**src/rtl/tlc_phase_ctrl.sv**
```systemverilog
// N-phase traffic-light controller: demand latching, round-robin service, min/max green timing.
// Optional flashing mode is compiled in with `define TLC_FLASH_EN.
module tlc_phase_ctrl #(
  parameter int NUM_PHASES = 4,
  parameter int GREEN_MIN  = 500000000,
  parameter int GREEN_MAX  = 1500000000,
  parameter int YELLOW     = 150000000,
  parameter int ALL_RED    = 50000000,
  parameter int CNT_W      = 31,
  localparam int PW        = (NUM_PHASES > 2) ? $clog2(NUM_PHASES) : 1
) (
  input  logic                      Clk,
  input  logic                      Rst_n,
`ifdef TLC_FLASH_EN
  input  logic                      flash,
`endif
  input  logic [NUM_PHASES-1:0]     demand,
  output logic [2*NUM_PHASES-1:0]   phase_sig,
  output logic [PW-1:0]             active_phase,
  output logic [2:0]                state,
  output logic [NUM_PHASES-1:0]     pending,
  output logic                      phase_start
);

`ifdef TLC_FLASH_EN
  typedef enum logic [2:0] {
    S_INIT = 3'd0, S_GREEN = 3'd1, S_YELLOW = 3'd2, S_ALLRED = 3'd3, S_FLASH = 3'd4
  } st_t;
`else
  typedef enum logic [2:0] {
    S_INIT = 3'd0, S_GREEN = 3'd1, S_YELLOW = 3'd2, S_ALLRED = 3'd3
  } st_t;
`endif

  localparam logic [CNT_W-1:0] GMIN_M1 = CNT_W'(GREEN_MIN - 1);
  localparam logic [CNT_W-1:0] GMAX_M1 = CNT_W'(GREEN_MAX - 1);
  localparam logic [CNT_W-1:0] YEL_M1  = CNT_W'(YELLOW - 1);
  localparam logic [CNT_W-1:0] AR_M1   = CNT_W'(ALL_RED - 1);
  localparam logic [CNT_W-1:0] CNT_SAT = '1;

  st_t                   st;
  logic [CNT_W-1:0]      cnt;
  logic [PW-1:0]         nxt;
  logic [PW-1:0]         sel;
  logic [PW-1:0]         idx;
  logic [PW-1:0]         green_ph;
  logic [NUM_PHASES-1:0] act_oh;
  logic [NUM_PHASES-1:0] own_mask;
  logic [NUM_PHASES-1:0] clr_mask;
  logic [NUM_PHASES-1:0] pend_nxt;
  logic                  other;
  logic                  dem_act;
  logic                  green_done;
  logic                  go_green;
  logic                  flash_req;

`ifdef TLC_FLASH_EN
  logic                  tog;
  logic [CNT_W-1:0]      fcnt;
  assign flash_req = flash;
`else
  assign flash_req = 1'b0;
`endif

  assign state = st;

  always_comb begin
    act_oh = '0;
    act_oh[active_phase] = 1'b1;
    other      = |(pending & ~act_oh);
    dem_act    = |(demand & act_oh);
    green_done = (cnt >= GMIN_M1) &&
                 (other || (active_phase != '0 && !dem_act) ||
                  (cnt == GMAX_M1 && (other || active_phase != '0)));
    go_green   = (st == S_INIT || st == S_ALLRED) && (cnt == AR_M1) && !flash_req;
    green_ph   = (st == S_INIT) ? '0 : nxt;
    own_mask   = (st == S_GREEN) ? act_oh : '0;
    clr_mask   = '0;
    if (go_green) clr_mask[green_ph] = 1'b1;
    // Clearing the phase about to go green beats a same-cycle demand on it.
    pend_nxt   = (pending | (demand & ~own_mask)) & ~clr_mask;
  end

  // Round-robin pick: scanning downward lets the nearest following phase win.
  always_comb begin
    sel = '0;
    idx = '0;
    for (int k = NUM_PHASES - 1; k >= 1; k--) begin
      idx = PW'((int'(active_phase) + k) % NUM_PHASES);
      if (pending[idx]) sel = idx;
    end
  end

  always_comb begin
    phase_sig = '0;
    for (int i = 0; i < NUM_PHASES; i++) begin
      if (PW'(i) == active_phase) begin
        if (st == S_GREEN)       phase_sig[2*i +: 2] = 2'b10;
        else if (st == S_YELLOW) phase_sig[2*i +: 2] = 2'b01;
      end
    end
`ifdef TLC_FLASH_EN
    if (st == S_FLASH) phase_sig[1:0] = tog ? 2'b11 : 2'b01;
`endif
  end

  always_ff @(posedge Clk or negedge Rst_n) begin
    if (!Rst_n) begin
      st           <= S_INIT;
      cnt          <= '0;
      active_phase <= '0;
      nxt          <= '0;
      pending      <= '0;
      phase_start  <= 1'b0;
`ifdef TLC_FLASH_EN
      tog          <= 1'b0;
      fcnt         <= '0;
`endif
    end else begin
      pending     <= pend_nxt;
      phase_start <= go_green;
      cnt         <= (cnt == CNT_SAT) ? cnt : cnt + 1'b1;
      case (st)
        S_INIT, S_ALLRED: begin
          if (cnt == AR_M1) begin
            cnt <= '0;
`ifdef TLC_FLASH_EN
            if (flash) begin
              st           <= S_FLASH;
              active_phase <= '0;
              tog          <= 1'b0;
              fcnt         <= '0;
            end else
`endif
            begin
              st           <= S_GREEN;
              active_phase <= green_ph;
            end
          end
        end
        S_GREEN: begin
          if (green_done) begin
            st  <= S_YELLOW;
            cnt <= '0;
          end
        end
        S_YELLOW: begin
          // Next phase is frozen from the pending snapshot of the first yellow cycle.
          if (cnt == '0) nxt <= sel;
          if (cnt == YEL_M1) begin
            st  <= S_ALLRED;
            cnt <= '0;
          end
        end
`ifdef TLC_FLASH_EN
        S_FLASH: begin
          if (fcnt == YEL_M1) begin
            fcnt <= '0;
            tog  <= ~tog;
          end else begin
            fcnt <= fcnt + 1'b1;
          end
          if (!flash) begin
            st  <= S_ALLRED;
            cnt <= '0;
            nxt <= '0;
          end
        end
`endif
        default: begin
          st  <= S_INIT;
          cnt <= '0;
        end
      endcase
    end
  end

endmodule

```
**config.mk**
```make
export PLATFORM = sky130hd
export DESIGN_NAME = tlc_phase_ctrl
export DESIGN_NICKNAME = d
export VERILOG_FILES = /design/src/rtl/tlc_phase_ctrl.sv
export SDC_FILE = /design/constraint.sdc
export NUM_CORES = 1
export LEC_CHECK = 0
export BUFFER_PORTS_ARGS = -buffer_cell sky130_fd_sc_hd__buf_2
export CORE_UTILIZATION = 40
export DETAILED_ROUTE_END_ITERATION = 6
export GPL_ROUTABILITY_DRIVEN = 0
export GPL_TIMING_DRIVEN = 0
export SLEW_MARGIN = 20
export SYNTH_ARGS = -nofsm -noshare
export SYNTH_HDL_FRONTEND = slang
export SYNTH_SLANG_ARGS = --single-unit
```
**constraint.sdc**
```tcl
create_clock -name Clk -period 7.8 [get_ports Clk]
set_clock_uncertainty 0.2 [all_clocks]
set_input_delay 0 -clock Clk [delete_from_list [all_inputs] [get_ports Clk]]
set_output_delay 0 -clock Clk [all_outputs]
set_load 0.01 [all_outputs]
```
[Yosys cells after proc, flatten, opt, wreduce, memory -nomap -nowiden]
Cells that the tools add are included.
Storage, ports and cells
  flip-flop bits (word level): 43
  input port bits: 6
  output and inout bits: 18
Cells by class
  add/subtract/negate cells: 4
  order comparisons: 8
  equality and inequality tests: 13
  mux-type cells: 31
  bitwise logic cells: 8
  reductions and logical operators: 21
Operator list (number)
  $mux W31: 4
  $pmux W31 S3: 1
  $eq A31 B31 Y1 const B: 2
  $add A31 B1 Y31 const B: 1
  $eq A31 B26 Y1 const B: 1
  $eq A31 B28 Y1 const B: 1
  $ge A31 B29 Y1 const B: 1
  $logic_not A31 Y1: 1
  $mux W2: 9
  $and A4 B4 Y4: 4
  $lt A2 B3 Y1 const B: 5
  $not A4 Y4: 3
  $mux W3: 3
  $pmux W3 S3: 1
  $mux W4: 2
  $reduce_or A4 Y1: 2
  $bmux W1 S2: 3
  $eq A3 B2 Y1 const B: 2
  $logic_and A1 B1 Y1: 6
  $mux W1: 6
  $add A2 B2 Y2 const B: 2
  $demux W1 S2: 2
  $eq A2 B2 Y1 const A: 2
  $ge A2 B1 Y1 const B: 2
  14 further kinds: 19

[Longest topological paths before layout]
  word-level depth: 13
  mapped depth: 10

[Worst setup path before layout]
No wires, ideal clock.
  path type: reg2reg
  from: register cnt[10]
  to: register cnt[10]
  library setup time: 0.119 ns
  arrival: 2.278 ns
  data required time: 7.481 ns
  path slack: 5.203 ns
  stages on the path, launching flop included: 9
  path buffers: 2
  cells stage by stage: dfrtp_1 -> buf_2 -> nor4_1 -> nand3_1 -> or4_1 -> or3_1 -> a211oi_4 -> buf_6 -> nor2_1
Between the ends
  cells in the longest elaborated chain, start to end: 6
  elaborated cells on any way between the ends: 14
  those cells by class: add/sub: 1; order compare: 1; eq/ne: 4; mux: 5; reduce/logical: 3
Ends and longest elaborated chain
  start, declared: line 42  | logic [CNT_W-1:0] cnt;
  start signal, assigned: line 122  | cnt <= (cnt == CNT_SAT) ? cnt : cnt + 1'b1;
  branches (longest 5 deep; another with $add A31 B1 Y31)
  $pmux W31 S3 (*): line 123  | case (st)
Every way passes the cells marked *.
A chain may end at the register's enable or synchronous reset.

[Worst setup path in the final report]
  from: register cnt[0]
  to: register cnt[15]
The elaborated chain is that of the path after synthesis.

==> out/results.tsv <==
metric	value	unit
largest stage delay on the critical path	0.58	ns
vias in the first global route	2309	
dpl cells	419	
GRT Residual Overflow	0	
CP Capture Type	register	
worst reg-to-reg setup slack	4.81	ns
core footprint	6756	µm²
Final min period	2.991	ns
leak pwr	1.303	nW
Synth top area share	0.3774	
status	complete, no violations	
# resized after CTS	0	
CP top delay family	simple AND/OR/NAND/NOR gates	
RSZ-0062 raised after global routing	no	
Clock Latency Late Sink	0.30	ns
worst path cell trace	ha_1 > nand3_1 > or4_1 > nor4_1 > o21ai_1 > a211oi_4 > buf_6 > nor2_1	
max cap viols	0	
CP startpoint kind	register	
initial antenna violation count	0	
Mapped Cells	317	
initial core utilization	0.4122	
FF-to-FF path depth	8	
Synth Net Count	334	
met2 wire length	3.119	mm
first-pass GRT wire length	11.73	mm
Tcrit/Tclk final	0.3834	
DR top layer	met4	
library cells used by synthesis	53	
Post-Syn Area	2785	µm²
Die W	85.45	µm
remaining antenna violation count	0	
footprint of the multi-input gates	1574	µm²
Die H	85.45	µm
Power per Cell Area	127.6	nW/µm²
Worst Path Required	7.79	ns
post-route insts no fill	431	
Slew headroom	0.5136	
hold buffers post-CTS	5	
clk buf depth	2	
Final setup viols	0	
reg2reg start	cnt[0]	
CTS tree	done	
Yosys top cell by area	dfrtp_1	
Slowest-stage cell, CP	or4_1	
RR Endpoint	cnt[15]	
Yosys warning count	0	
FMAX	0.3344	GHz
top_reg_cell synth	dfrtp_1	
diode count	0	
fin util	0.4678	
pin count of the biggest net entering global routing	43	
Sequential cell area	1051	µm²
GRT Util Overall	0.2052	
setup bufs post-CTS	0	
CP arrival	2.98	ns
clock slew at reported path FFs	0.08	ns
Starting DRT DRC Count	145	
Worst Path Max Fanout	10	
Sink Count	42	
Detailed Place HPWL	5.009	mm
post-synthesis sequential area ratio	0.3774	
drt drc	0	
WS Path Type	reg2reg	
Die ar.	7301	µm²
cell row count	30	
ys async rst share	1.000	
drt total wl	6.913	mm
H-tree depth	2	
Hold Crit Class	in2async	
M1 WL	3.261	mm
root buf cell	clkbuf_8	
routed length per instance	16.04	µm
mean number of vias per cell	5.701	
crit path buf inv count	1	
number of synthesized flops with an enable pin	0	
number of nets in the layout	368	
number of vias in the routed layout	2457	
Post-synth top cells	nor2_1 (43), dfrtp_1 (42), nand2_1 (27)	
Final Slew Violations	0	
ranking of synthesized cells by area	dfrtp_1 (38%), nor2_1 (5.8%), xor2_1 (5.0%)	
final setup TNS	0	ns
Hold Fails Final Rpt	0	
actual slew at the worst max-slew pin	0.7241	ns
Syn-to-layout area delta	13.48	%
I/O pins	24	
# fillers	664	
Hold Slack	0.03059	ns
port buffer count	22	
Met3 Wirelength	330	µm
Synth Area per Inst	8.786	µm²
fraction of layout cells with a size suffix above 1	0.1453	
count leader, synth	nor2_1	
total CTS buffers	5	
Seq cells post-synth	42	
peak supply drop	68.63	µV
Detailed Routing Iterations Pass 1	4	
area by class of cell:
cell class,count,share of cell area
plain buffers,18,0.03167
clock buffers,6,0.02613
clock inverters,1,0.009501
inverters,16,0.01900
multi-input cells,241,0.4980
flip-flops and latches,42,0.3325
well taps,80,0.03167
repair buffers,27,0.05146
power breakdown:
part           internal [W]  leakage [nW]             switching, W
registers          0.000218         0.394  0.000000000000000000163
clock network      0.000102        0.0573                0.0000749
logic            0.00000302         0.853               0.00000530
through the flow:
stage	worst slack (ns)	cell area, µm²	power [W]
after floorplan	5.203	2785	0.0002225
after global placement	4.848	2995	0.0002285
after detailed placement	4.827	2995	0.0002285
after CTS	4.820	3158	0.0004079
after global routing	4.608	3161	0.0004154
final	4.809	3161	0.0004032
worst reg2reg max path, cell delays in order (launching register included):
cell      delay (ns)
dfrtp_1         0.43
ha_1            0.27
nand3_1         0.17
or4_1           0.58
nor4_1          0.36
o21ai_1         0.19
a211oi_4        0.39
buf_6           0.22
nor2_1          0.07
placed cells by master (no fill, tap or decap), drive strengths merged, types with 2 or more instances in the layout:
cell type / n
nor2: 45
dfrtp: 42
buf: 31
nand2: 27
inv: 16
xor2: 16
nand4: 16
a21oi: 15
clkbuf: 15
nand3: 12
nor3: 12
ha: 11
xnor2: 10
nor4: 9
and2: 7
mux2i: 6
or4: 5
dlygate4sd3: 5
o21ai: 5
and3: 4
or3: 4
o21bai: 3
and4: 3
o211ai: 3
a31oi: 3
nor3b: 2
o2111ai: 2
nand2b: 2
nor4b: 2
or3b: 2
sequential cells by signal, indices dropped and copies added, names as in the netlist:
signal and flops:
active_phase 2, cnt 31, nxt 2, pending 4, phase_start 1, state 2
metal layers:
layer	up-vias	GRT usage
met3	19	0.03891
met2	70	0.3207
met1	1180	0.2778
met5	-	0
met4	0	0.08788
li1	1188	-
how the worst max path moves through the flow:
stage | from | endpoint | slack [ns] | cells past startpoint
after global routing | cnt[0] | cnt[18] | 4.61 | 8
after CTS | cnt[12] | cnt[15] | 4.82 | 8
after detailed placement | cnt[12] | cnt[15] | 4.83 | 8
final | cnt[0] | cnt[15] | 4.81 | 8
after global placement | cnt[0] | cnt[13] | 4.85 | 8
after floorplan | cnt[10] | cnt[10] | 5.20 | 8
kinds of logic after synthesis:
group	share of synthesized area
and+or+nand+nor	0.3082
muxes	0.02965
xor gates and xnor gates	0.08176
buffers and inverters	0.05750
adders and majority gates	0.04942
DFF	0.3774
other	0.001346
AOI/OAI and AO/OA	0.09479
Note: power is estimated with default switching activity, not from simulation.
